[src/rtl/pulse_event_arbiter.sv]
// pulse_event_arbiter
// Turns rising edges on N synchronous level inputs into queued events, one
// pending slot per channel, and hands them one at a time to a single
// downstream consumer over valid/ready. Channels are served round-robin
// starting after the last channel that actually transferred, and a fixed
// number of idle cycles is inserted after every accepted event.
// Everything visible at the ports comes straight from flops.

module pulse_event_arbiter #(
    parameter int N   = 4,
    parameter int GAP = 2,
    localparam int W  = $clog2(N)
) (
    input  logic         clk,
    input  logic         rst,
    input  logic [N-1:0] in,
    input  logic         out_ready,
    output logic         out_valid,
    output logic [W-1:0] out_id,
    output logic [N-1:0] pending,
    output logic [N-1:0] overrun
);

    typedef enum logic [1:0] {
        ST_IDLE,
        ST_PRESENT,
        ST_GAP
    } state_t;

    localparam logic [3:0] GAP_LOAD = (GAP > 0) ? 4'(GAP - 1) : 4'd0;

    state_t         state;
    state_t         state_nxt;

    logic [N-1:0]   in_q;
    logic [N-1:0]   rise;
    logic [N-1:0]   xfer_vec;
    logic [N-1:0]   pending_nxt;
    logic [N-1:0]   overrun_nxt;
    logic           xfer;

    logic [W-1:0]   last;
    logic [W-1:0]   last_nxt;
    logic [W-1:0]   sel;
    logic           sel_found;
    int             sel_idx;
    logic [W-1:0]   sel_cand;

    logic           out_valid_nxt;
    logic [W-1:0]   out_id_nxt;
    logic [3:0]     gap_cnt;
    logic [3:0]     gap_nxt;

    assign rise = in & ~in_q;
    assign xfer = out_valid & out_ready;

    // Previous-cycle copy of the inputs; clearing it on reset means an input
    // already held high when reset releases is seen as a fresh press.
    always_ff @(posedge clk or posedge rst) begin
        if (rst) begin
            in_q <= '0;
        end else begin
            in_q <= in;
        end
    end

    // One-hot of the channel whose event the consumer takes this cycle.
    always_comb begin
        xfer_vec = '0;
        for (int i = 0; i < N; i++) begin
            xfer_vec[i] = xfer && (out_id == W'(i));
        end
    end

    // A new rise wins over a same-cycle transfer, so that edge is kept as a
    // new event; a rise onto an occupied, non-transferring slot is lost and
    // flagged sticky.
    always_comb begin
        pending_nxt = (pending & ~xfer_vec) | rise;
        overrun_nxt = overrun | (rise & pending & ~xfer_vec);
    end

    // Pending and overrun flags.
    always_ff @(posedge clk or posedge rst) begin
        if (rst) begin
            pending <= '0;
            overrun <= '0;
        end else begin
            pending <= pending_nxt;
            overrun <= overrun_nxt;
        end
    end

    // Round-robin pick: scan from the channel after the last one served,
    // wrapping, and take the first pending channel. The last offset (k == N)
    // revisits the last-served channel so it can still win when alone.
    always_comb begin
        sel       = '0;
        sel_found = 1'b0;
        sel_idx   = 0;
        sel_cand  = '0;
        for (int k = 1; k <= N; k++) begin
            sel_idx  = (int'(last) + k) % N;
            sel_cand = sel_idx[W-1:0];
            if (!sel_found && pending[sel_cand]) begin
                sel       = sel_cand;
                sel_found = 1'b1;
            end
        end
    end

    // Next-state and registered-output logic. The presented id is captured
    // once on leaving IDLE and held while the consumer stalls; the pointer
    // only advances when an event is really accepted.
    always_comb begin
        state_nxt     = state;
        out_valid_nxt = out_valid;
        out_id_nxt    = out_id;
        gap_nxt       = gap_cnt;
        last_nxt      = last;
        case (state)
            ST_IDLE: begin
                if (sel_found) begin
                    out_id_nxt    = sel;
                    out_valid_nxt = 1'b1;
                    state_nxt     = ST_PRESENT;
                end
            end
            ST_PRESENT: begin
                if (out_ready) begin
                    out_valid_nxt = 1'b0;
                    last_nxt      = out_id;
                    if (GAP > 0) begin
                        state_nxt = ST_GAP;
                        gap_nxt   = GAP_LOAD;
                    end else begin
                        state_nxt = ST_IDLE;
                    end
                end
            end
            ST_GAP: begin
                if (gap_cnt == 4'd0) begin
                    state_nxt = ST_IDLE;
                end else begin
                    gap_nxt = gap_cnt - 4'd1;
                end
            end
            default: begin
                state_nxt     = ST_IDLE;
                out_valid_nxt = 1'b0;
                gap_nxt       = 4'd0;
            end
        endcase
    end

    // State register plus the registered handshake outputs, pointer and
    // idle-gap counter.
    always_ff @(posedge clk or posedge rst) begin
        if (rst) begin
            state     <= ST_IDLE;
            out_valid <= 1'b0;
            out_id    <= '0;
            gap_cnt   <= 4'd0;
            last      <= W'(N - 1);
        end else begin
            state     <= state_nxt;
            out_valid <= out_valid_nxt;
            out_id    <= out_id_nxt;
            gap_cnt   <= gap_nxt;
            last      <= last_nxt;
        end
    end

endmodule

[config.mk]
export PLATFORM = sky130hd
export DESIGN_NAME = pulse_event_arbiter
export DESIGN_NICKNAME = d
export VERILOG_FILES = /design/src/rtl/pulse_event_arbiter.sv
export SDC_FILE = /design/constraint.sdc
export NUM_CORES = 1
export LEC_CHECK = 0
export CORE_MARGIN = 5
export CORE_UTILIZATION = 46
export DETAILED_ROUTE_END_ITERATION = 6
export PLACE_DENSITY = 0.71
export SETUP_SLACK_MARGIN = 0.1
export SLEW_MARGIN = 20
export SYNTH_ARGS = -nofsm -noshare
export SYNTH_HDL_FRONTEND = slang
export SYNTH_SLANG_ARGS = --single-unit
[constraint.sdc]
create_clock -name clk -period 1.75 [get_ports clk]
set_input_delay 0.525 -clock clk [delete_from_list [all_inputs] [get_ports clk]]
set_output_delay 0.525 -clock clk [all_outputs]
set_load 0.02 [all_outputs]
==> metrics.yaml, run 1 <==
run_status:
  outcome: "finished clean"
timing:
  setup_tns_ns: 0
  fin_crit_sh_pct: 92.6
  whs_ns: 0.494
  fmax_ghz: 0.617
  tightest_slew_ns: 0.371
  finClkSkew_ns: 0.00371
  maxSlewViolCount: 0
  maxSlewHeadroom_pct: 75.1
  finalWorstSetupSlack_ns: 0.129
  final-setup-viol-count: 0
  rsz0062_at_grt: "yes"
  final_hold_viol_count: 0
  period_needed_ns: 1.62
floorplan:
  num_rows: 18
  die_w_um: 59.5
  dieArea_um2: 3540
  die_h_um: 59.5
  start_util_pct: 46.8
  boundaryPins: 18
  coreArea_um2: 2410
worst_setup_path:
  cp-start-kind: "input pin"
  arrival_ns: 1.87
  regToRegEndpoint: "gap_cnt[1]"
  cp_cell_sequence: "clkdlybuf4s50_1 > nor2b_4 > or2_4 > or4_1 > o21ai_1"
  max_stage_delay_ns: 0.54
  reg2reg_from: "state[1]"
  critPathKind: "in -> reg"
  ff2ff_path_depth: 6
  endpoint_kind: "flip-flop"
  rrSetupSlack_ns: 0.15
  cp.required_ns: 2.00
  slowest_stage: "clkdlybuf4s50_1"
  path_max_fanout: 7
route:
  routed_wl_um: 2470
  ant_nets: 0
  drc: 0
  vias: 945
  drt_first_iter_violations: 18
  routed_via_density: 5.43
  detail_route.wl_per_cell_um: 14.2
  dr.pass1.iters: 4
cells_and_area:
  post-route-util_pct: 60.5
  design_area_um2: 1460
  final_common_cell: "dfrtp_1"
  layout_common_cells: "dfrtp_1 (19), nand2_1 (15), buf_4 (11)"
  regArea_um2: 581
  drive_above_1_share_pct: 21.5
  area_delta_synth_final_pct: 29.2
  nFillCells: 212
  stdcell_count: 174
  antenna_cells: 0
  nets: 156
  multiInputGateArea_um2: 542
synth:
  synth-seq-cells: 23
  synth_edf_count: 0
  syn_inst: 116
  synth_ff_type: "dfrtp_1"
  synth_nets: 127
  synth_seq_area_share_pct: 51.2
  synth.cell_area_um2: 1130
  syn_area_per_cell_um2: 9.73
  ys_warn_count: 0
  synthArstFlopShare_pct: 100
  synth_cell_types: 34
place:
  pre_cts_ws_ns: -0.264
  dp_hpwl_um: 1800
  portBuffers: 17
  gp_congestion: 0.769
  dpl.cell_count: 167
  place_area_um2: 1390
global_route:
  grt_pass1_wl_um: 4080
  first_global_vias: 910
  grtUsageTotal_pct: 14.9
  grt_overflow: 0
  antenna_found_initial: 0
  grt_start_max_net_pins: 24
clock_tree:
  cts_inserted_buffers: 3
  postCtsHoldBufs: 0
  numClockSinks: 23
  clockBufferDepth: 2
  tritoncts: "yes"
  insertion_delay_ns: 0.31
  cts-root-buf: "clkbuf_4"
  cts.reportedPaths.clkPinSlew_ns: 0.13
  cts_max_level: 1
power:
  peakVddDrop_mv: 0.757
  power.density_nw_per_um2: 1610
  power.total_mw: 2.35
  cellLeakagePower_nw: 0.605
min_path:
  holdPathEnd: "overrun[0]"
  hold_path.class: "reg -> reg"
  hold_path_depth: 1
  min_from: "overrun[0]"
flow_run:
  cap_violations: 0
Yosys cell counts (2+ instances only):
| master | count | area [um2] |
|---|---|---|
| or4_1 | 2 | 15.0 |
| a21oi_1 | 9 | 45.0 |
| o31ai_1 | 3 | 22.5 |
| ha_1 | 4 | 50.1 |
| o21ai_0 | 9 | 45.0 |
| a221o_1 | 2 | 20.0 |
| nand2_1 | 15 | 56.3 |
| dfstp_2 | 2 | 52.6 |
| nand3_1 | 3 | 15.0 |
| o21bai_1 | 4 | 30.0 |
| clkbuf_1 | 2 | 7.51 |
| nor2b_1 | 2 | 12.5 |
| nand2b_1 | 7 | 43.8 |
| inv_1 | 9 | 33.8 |
| nor2_1 | 4 | 15.0 |
| dfrtp_1 | 21 | 526 |
cells by family after synthesis:
| kind of cell | Yosys count | synth area share (%) |
|---|---|---|
| and+or+nand+nor | 39 | 18.1 |
| muxes | 2 | 1.88 |
| DFF | 23 | 51.2 |
| xor gates and xnor gates | 1 | 0.776 |
| adders and majority gates | 4 | 4.43 |
| AOI/OAI and AO/OA | 34 | 19.2 |
| buffers and inverters | 13 | 4.43 |
worst max-delay path, delay by kind of cell:
family / cells / cell delay, ns
AND/OR/NAND/NOR: 3 / 0.71
AO/OA/AOI/OAI: 1 / 0.09
buffers and inverters: 1 / 0.54
worst max-delay path by stage:
stage                     startpoint          to  slack, ns
after floorplan             state[1]  gap_cnt[1]       0.19
after global placement     out_ready  gap_cnt[1]      -0.24
after detailed placement   out_ready  gap_cnt[1]      -0.26
after CTS                 pending[2]  pending[2]       0.06
after global routing        state[1]  gap_cnt[1]       0.03
final                      out_ready  gap_cnt[1]       0.13
report_power, final:
part,internal [mW],switching [mW]
combinational,0.578,0.663
clock,0.0854,0.163
sequential,0.695,0.164
registers in the layout, indices dropped and copies added, names as in the netlist:
name       cells
overrun        4
out_id         2
state          2
out_valid      1
in_q           4
gap_cnt        4
last           2
pending        4
area by class of cell:
class	count	area share, %
inverters	9	2.32
well taps	30	2.58
clock buffers	3	1.55
repair buffers	28	16.2
clock inverters	1	0.343
multi-input cells	80	37.2
flip-flops and latches	23	39.8
metal layers:
metal  global-route usage [%]  part of all wire (%)
met5                        0                     0
met3                     2.83                   3.5
met2                     24.2                    47
met4                     3.80                   1.2
met1                     20.3                    48
what timing repair did:
item / CTS / global route
pin swaps: 0 / 2
buffers inserted: 0 / 3
resized for setup: 14 / 11
endpoints found under the hold margin: 0 / 0
endpoints found under the setup margin: 15 / 10
(Power assumes the default switching activity.)
==> inputs of run 2 (changes only) <==
--- a/config.mk
+++ b/config.mk
@@ -6,9 +6,10 @@
 export NUM_CORES = 1
 export LEC_CHECK = 0
 export CORE_MARGIN = 5
-export CORE_UTILIZATION = 46
+export CORE_UTILIZATION = 54
 export DETAILED_ROUTE_END_ITERATION = 6
-export PLACE_DENSITY = 0.71
+export DONT_BUFFER_PORTS = 1
+export PLACE_DENSITY = 0.7
 export SETUP_SLACK_MARGIN = 0.1
 export SLEW_MARGIN = 20
 export SYNTH_ARGS = -nofsm -noshare
==> metrics.yaml, run 2 (synthesized netlist as in run 1, its figures left out) <==
global_route:
  first_global_vias: 864  # -5.1%
  grt_start_max_net_pins: 13  # -46%
  grtUsageTotal_pct: 15.9  # +1.0 points
  grt_overflow: 0  # unchanged
  grt_pass1_wl_um: 3900  # -4.6%
  antenna_found_initial: 0  # unchanged
floorplan:
  die_w_um: 55.7  # -6.4%
  dieArea_um2: 3100  # -12%
  coreArea_um2: 1980  # -18%
  boundaryPins: 18  # unchanged
  start_util_pct: 56.9  # +10 points
  die_h_um: 55.7  # -6.4%
  num_rows: 16  # -2
cells_and_area:
  area_delta_synth_final_pct: 17.5
  drive_above_1_share_pct: 23.0  # +1.5 points
  design_area_um2: 1330  # -9.0%
  stdcell_count: 153  # -12%
  nets: 138  # -12%
  nFillCells: 151  # -29%
  layout_common_cells: "dfrtp_1 (20), nand2_1 (15), buf_4 (10), o21ai_0 (9), a21oi_1 (9)"
  final_common_cell: "dfrtp_1"
  antenna_cells: 0  # unchanged
power:
  power.total_mw: 2.30  # -2.1%
  power.density_nw_per_um2: 1730  # +7.6%
  peakVddDrop_mv: 0.964  # +27%
  cellLeakagePower_nw: 0.542  # -10%
route:
  detail_route.wl_per_cell_um: 16.2  # +14%
  dr.pass1.iters: 4  # unchanged
  drt_first_iter_violations: 12  # -6
  routed_wl_um: 2470  # about the same
  drc: 0  # unchanged
  ant_nets: 0  # unchanged
  routed_via_density: 5.78  # +6.5%
  vias: 885  # -6.3%
worst_setup_path:
  max_stage_delay_ns: 0.47  # -0.07 ns
  slowest_stage: "dfrtp_2"
  cp_cell_sequence: "ha_4 > nor2b_4 > or2_4 > or4_1 > o21ai_1"
  crit_family: "simple AND/OR/NAND/NOR gates"
  critPathKind: "reg -> reg"
  cp.required_ns: 2.00  # about the same
  path_max_fanout: 8  # +1
  endpoint_kind: "flip-flop"
  cp-start-kind: "flip-flop"
  arrival_ns: 1.85  # -0.02 ns
  critPathBufInv: 0  # -1
place:
  dpl.cell_count: 145  # -13%
  portBuffers: 0  # -17
  place_area_um2: 1200  # -14%
  gp_congestion: 0.838  # +9.0%
  dp_hpwl_um: 1750  # -3.3%
timing:
  whs_ns: 0.00914  # -0.485 ns
  period_needed_ns: 1.60  # -0.0214 ns
  maxSlewViolCount: 0  # unchanged
  tightest_slew_ns: 0.434  # +0.0633 ns
  fmax_ghz: 0.625  # +1.3%
  finClkSkew_ns: 0.00888  # +0.00518 ns
  final-setup-viol-count: 0  # unchanged
  rsz0062_at_grt: "no"
  maxSlewHeadroom_pct: 71.1  # -4.0 points
  final_hold_viol_count: 0  # unchanged
  setup_tns_ns: 0  # unchanged
  fin_crit_sh_pct: 91.4  # -1.2 points
clock_tree:
  cts_max_level: 1  # unchanged
  tritoncts: "yes"
  clockBufferDepth: 2  # unchanged
  cts_inserted_buffers: 3  # unchanged
  cts-root-buf: "clkbuf_4"
  cts.reportedPaths.clkPinSlew_ns: 0.13  # about the same
  numClockSinks: 23  # unchanged
  insertion_delay_ns: 0.32  # about the same
  postCtsHoldBufs: 0  # unchanged
flow_run:
  cap_violations: 0  # unchanged
min_path:
  hold_path.class: "in -> async"
run_status:
  outcome: "finished clean"
==> run 2: worst paths after layout <==
kind	to	startpoint	slack [ns]	cells past startpoint
worst max-delay path	gap_cnt[1]	state[0]	0.15	5
worst min-delay path	overrun[3]	rst	0.009	1
worst max register to register	gap_cnt[1]	state[0]	0.15	5
worst min register to register	pending[1]	in_q[1]	0.52	2
max in group asynchronous	last[1]	rst	1.23	2
min in group clk	in_q[1]	in[1]	0.21	0
==> run 2: report_power, final <==
part,switching [mW],internal [mW]
logic,0.566,0.523
registers,0.264,0.692
clock network,0.163,0.0893
total,0.994,1.30
==> run 2: per-stage QoR <==
stage               setup WS (ns)  utilization [%]
floorplan                   0.187                -
global placement            0.108             60.6
detailed placement         0.0411             60.6
CTS                         0.140             62.4
global route               0.0995             66.9
finish                      0.151             66.9
==> run 2: layer usage <==
layer	GRT usage (%)	wire length, um	vias up
li1	-	-	425
met1	19.6	1110	421
met2	23.8	1160	34
met3	4.64	154	5
met4	10.4	54	0
met5	0	0	-
==> run 2: what timing repair did <==
action	CTS	global route
buffers inserted	0	4
gates resized for setup	3	13
endpoints found under the setup margin	5	3
hold endpoints to repair	0	0
==> run 2: cell type report <==
cell class / count / area, um2 / area share, %
Timing Repair Buffer: 10 / 75.1 / 5.66
Inverter: 9 / 33.8 / 2.55
Clock buffer: 4 / 26.3 / 1.98
Multi-Input combinational cell: 80 / 578 / 43.6
Tap cell: 27 / 33.8 / 2.55
Sequential cell: 23 / 579 / 43.7
==> inputs of run 3 (changes only) <==
--- a/config.mk
+++ b/config.mk
@@ -6,11 +6,12 @@
 export NUM_CORES = 1
 export LEC_CHECK = 0
 export CORE_MARGIN = 5
-export CORE_UTILIZATION = 54
+export CORE_UTILIZATION = 40
 export DETAILED_ROUTE_END_ITERATION = 6
 export DONT_BUFFER_PORTS = 1
-export PLACE_DENSITY = 0.7
+export PLACE_DENSITY = 0.54
 export SETUP_SLACK_MARGIN = 0.1
+export SKIP_CTS_REPAIR_TIMING = 1
 export SLEW_MARGIN = 20
 export SYNTH_ARGS = -nofsm -noshare
 export SYNTH_HDL_FRONTEND = slang
==> metrics.yaml, run 3 (synthesized netlist as in run 1, its figures left out) <==
run_status:
  outcome: "finished clean"
route:
  routed_wl_um: 2340  # -5.3%
  vias: 858  # -3.1%
  drt_first_iter_violations: 58  # +46
  drc: 0  # unchanged
  routed_via_density: 5.50  # -4.9%
  ant_nets: 0  # unchanged
  detail_route.wl_per_cell_um: 15.0  # -7.1%
  dr.pass1.iters: 4  # unchanged
worst_setup_path:
  cp-start-kind: "flip-flop"
  crit_family: "compound AO/OA/AOI/OAI gates"
  regToRegEndpoint: "gap_cnt[3]"
  cp_cell_sequence: "inv_1 > ha_4 > nor2b_4 > or2_4 > o31ai_1 > a32o_1"
  endpoint_kind: "flip-flop"
  crit_start: "state[1]"
  max_stage_delay_ns: 0.39  # -0.08 ns
  critPathKind: "reg -> reg"
  path_max_fanout: 8  # unchanged
  slowest_stage: "dfrtp_1"
  rrSetupSlack_ns: 0.12  # -0.03 ns
  cp.depth: 6  # +1
  reg2reg_from: "state[1]"
  arrival_ns: 1.90  # +0.05 ns
  cp.required_ns: 2.01  # about the same
  crit_end: "gap_cnt[3]"
  ff2ff_path_depth: 6  # +1
  critPathBufInv: 1  # +1
timing:
  setup_tns_ns: 0  # unchanged
  finClkSkew_ns: 0.0123  # +0.00341 ns
  fin_crit_sh_pct: 93.2  # +1.8 points
  final_hold_viol_count: 0  # unchanged
  tightest_slew_ns: 0.345  # -0.0885 ns
  final-setup-viol-count: 0  # unchanged
  maxSlewViolCount: 0  # unchanged
  rsz0062_at_grt: "yes"
  fmax_ghz: 0.613  # -1.9%
  maxSlewHeadroom_pct: 77.0  # +5.9 points
  period_needed_ns: 1.63  # +0.0311 ns
place:
  gp_congestion: 0.848  # +1.2%
  place_area_um2: 1210  # +1.0%
  portBuffers: 0  # unchanged
  dpl.cell_count: 150  # +3.4%
  dp_hpwl_um: 1730  # -0.67%
floorplan:
  start_util_pct: 41.3  # -16 points
  num_rows: 19  # +3
  die_w_um: 63.1  # +13%
  boundaryPins: 18  # unchanged
  dieArea_um2: 3980  # +28%
  die_h_um: 63.1  # +13%
  coreArea_um2: 2730  # +38%
cells_and_area:
  design_area_um2: 1300  # -2.3%
  stdcell_count: 156  # +2.0%
  nets: 137  # -0.72%
  antenna_cells: 0  # unchanged
  post-route-util_pct: 47.4  # -20 points
  final_common_cell: "dfrtp_1"
  nFillCells: 247  # +64%
  area_delta_synth_final_pct: 14.9
  layout_common_cells: "dfrtp_1 (21), nand2_1 (15)"
  drive_above_1_share_pct: 18.4  # -4.6 points
power:
  power.total_mw: 2.22  # -3.3%
  power.density_nw_per_um2: 1710  # -1.1%
  cellLeakagePower_nw: 0.538  # -0.62%
  peakVddDrop_mv: 0.842  # -13%
global_route:
  first_global_vias: 870  # +0.69%
  grtUsageTotal_pct: 12.6  # -3.3 points
  grt_start_max_net_pins: 24  # +11
  grt_overflow: 0  # unchanged
  grt_pass1_wl_um: 4040  # +3.5%
  antenna_found_initial: 0  # unchanged
clock_tree:
  insertion_delay_ns: 0.31  # about the same
  cts-root-buf: "clkbuf_4"
  cts_max_level: 1  # unchanged
  clockBufferDepth: 2  # unchanged
  cts_inserted_buffers: 3  # unchanged
  cts.reportedPaths.clkPinSlew_ns: 0.13  # about the same
  numClockSinks: 23  # unchanged
  tritoncts: "yes"
min_path:
  hold_path.class: "in -> async"
flow_run:
  cap_violations: 0  # unchanged
[run 3: worst min-delay path by stage]
stage,start,to,cells past startpoint
after CTS,rst,gap_cnt[2],2
final,rst,gap_cnt[1],2
after global routing,rst,in_q[2],2
after floorplan,in_q[0],pending[0],2
after detailed placement,rst,in_q[2],2
after global placement,rst,in_q[3],2
[run 3: cell type report]
| type | count | area, um2 | area share (%) |
|---|---|---|---|
| multi-input combinational | 80 | 551 | 42.5 |
| timing repair buffer | 9 | 67.6 | 5.21 |
| clock buffer | 3 | 22.5 | 1.74 |
| sequential | 23 | 578 | 44.6 |
| inverter | 9 | 33.8 | 2.61 |
| clock inverter | 1 | 5.00 | 0.386 |
| tap | 31 | 38.8 | 2.99 |
[run 3: routing by layer]
metal | wire (um) | GRT usage (%)
met1 | 1060 | 15.4
met2 | 1160 | 21.7
met5 | 0 | 0
met3 | 111 | 3.02
met4 | 12 | 3.98
[run 3: power by group]
| group | switching [mW] | internal (mW) |
|---|---|---|
| combinational | 0.581 | 0.497 |
| clock | 0.161 | 0.0854 |
| sequential | 0.209 | 0.690 |
[run 3: stage by stage]
stage / hold slack (ns) / setup WS (ns)
finish: 0.117 / 0.119
CTS: 0.123 / -0.0595
floorplan: 0.488 / 0.187
detailed placement: 0.477 / -0.0363
global placement: 0.478 / 0.0869
global route: 0.148 / 0.0520
[run 3: worst register-to-register path, stage by stage, from the launching register on]
cell     delay, ns
dfrtp_1       0.39
inv_1         0.11
ha_4          0.19
nor2b_4       0.13
or2_4         0.26
o31ai_1       0.30
a32o_1        0.20
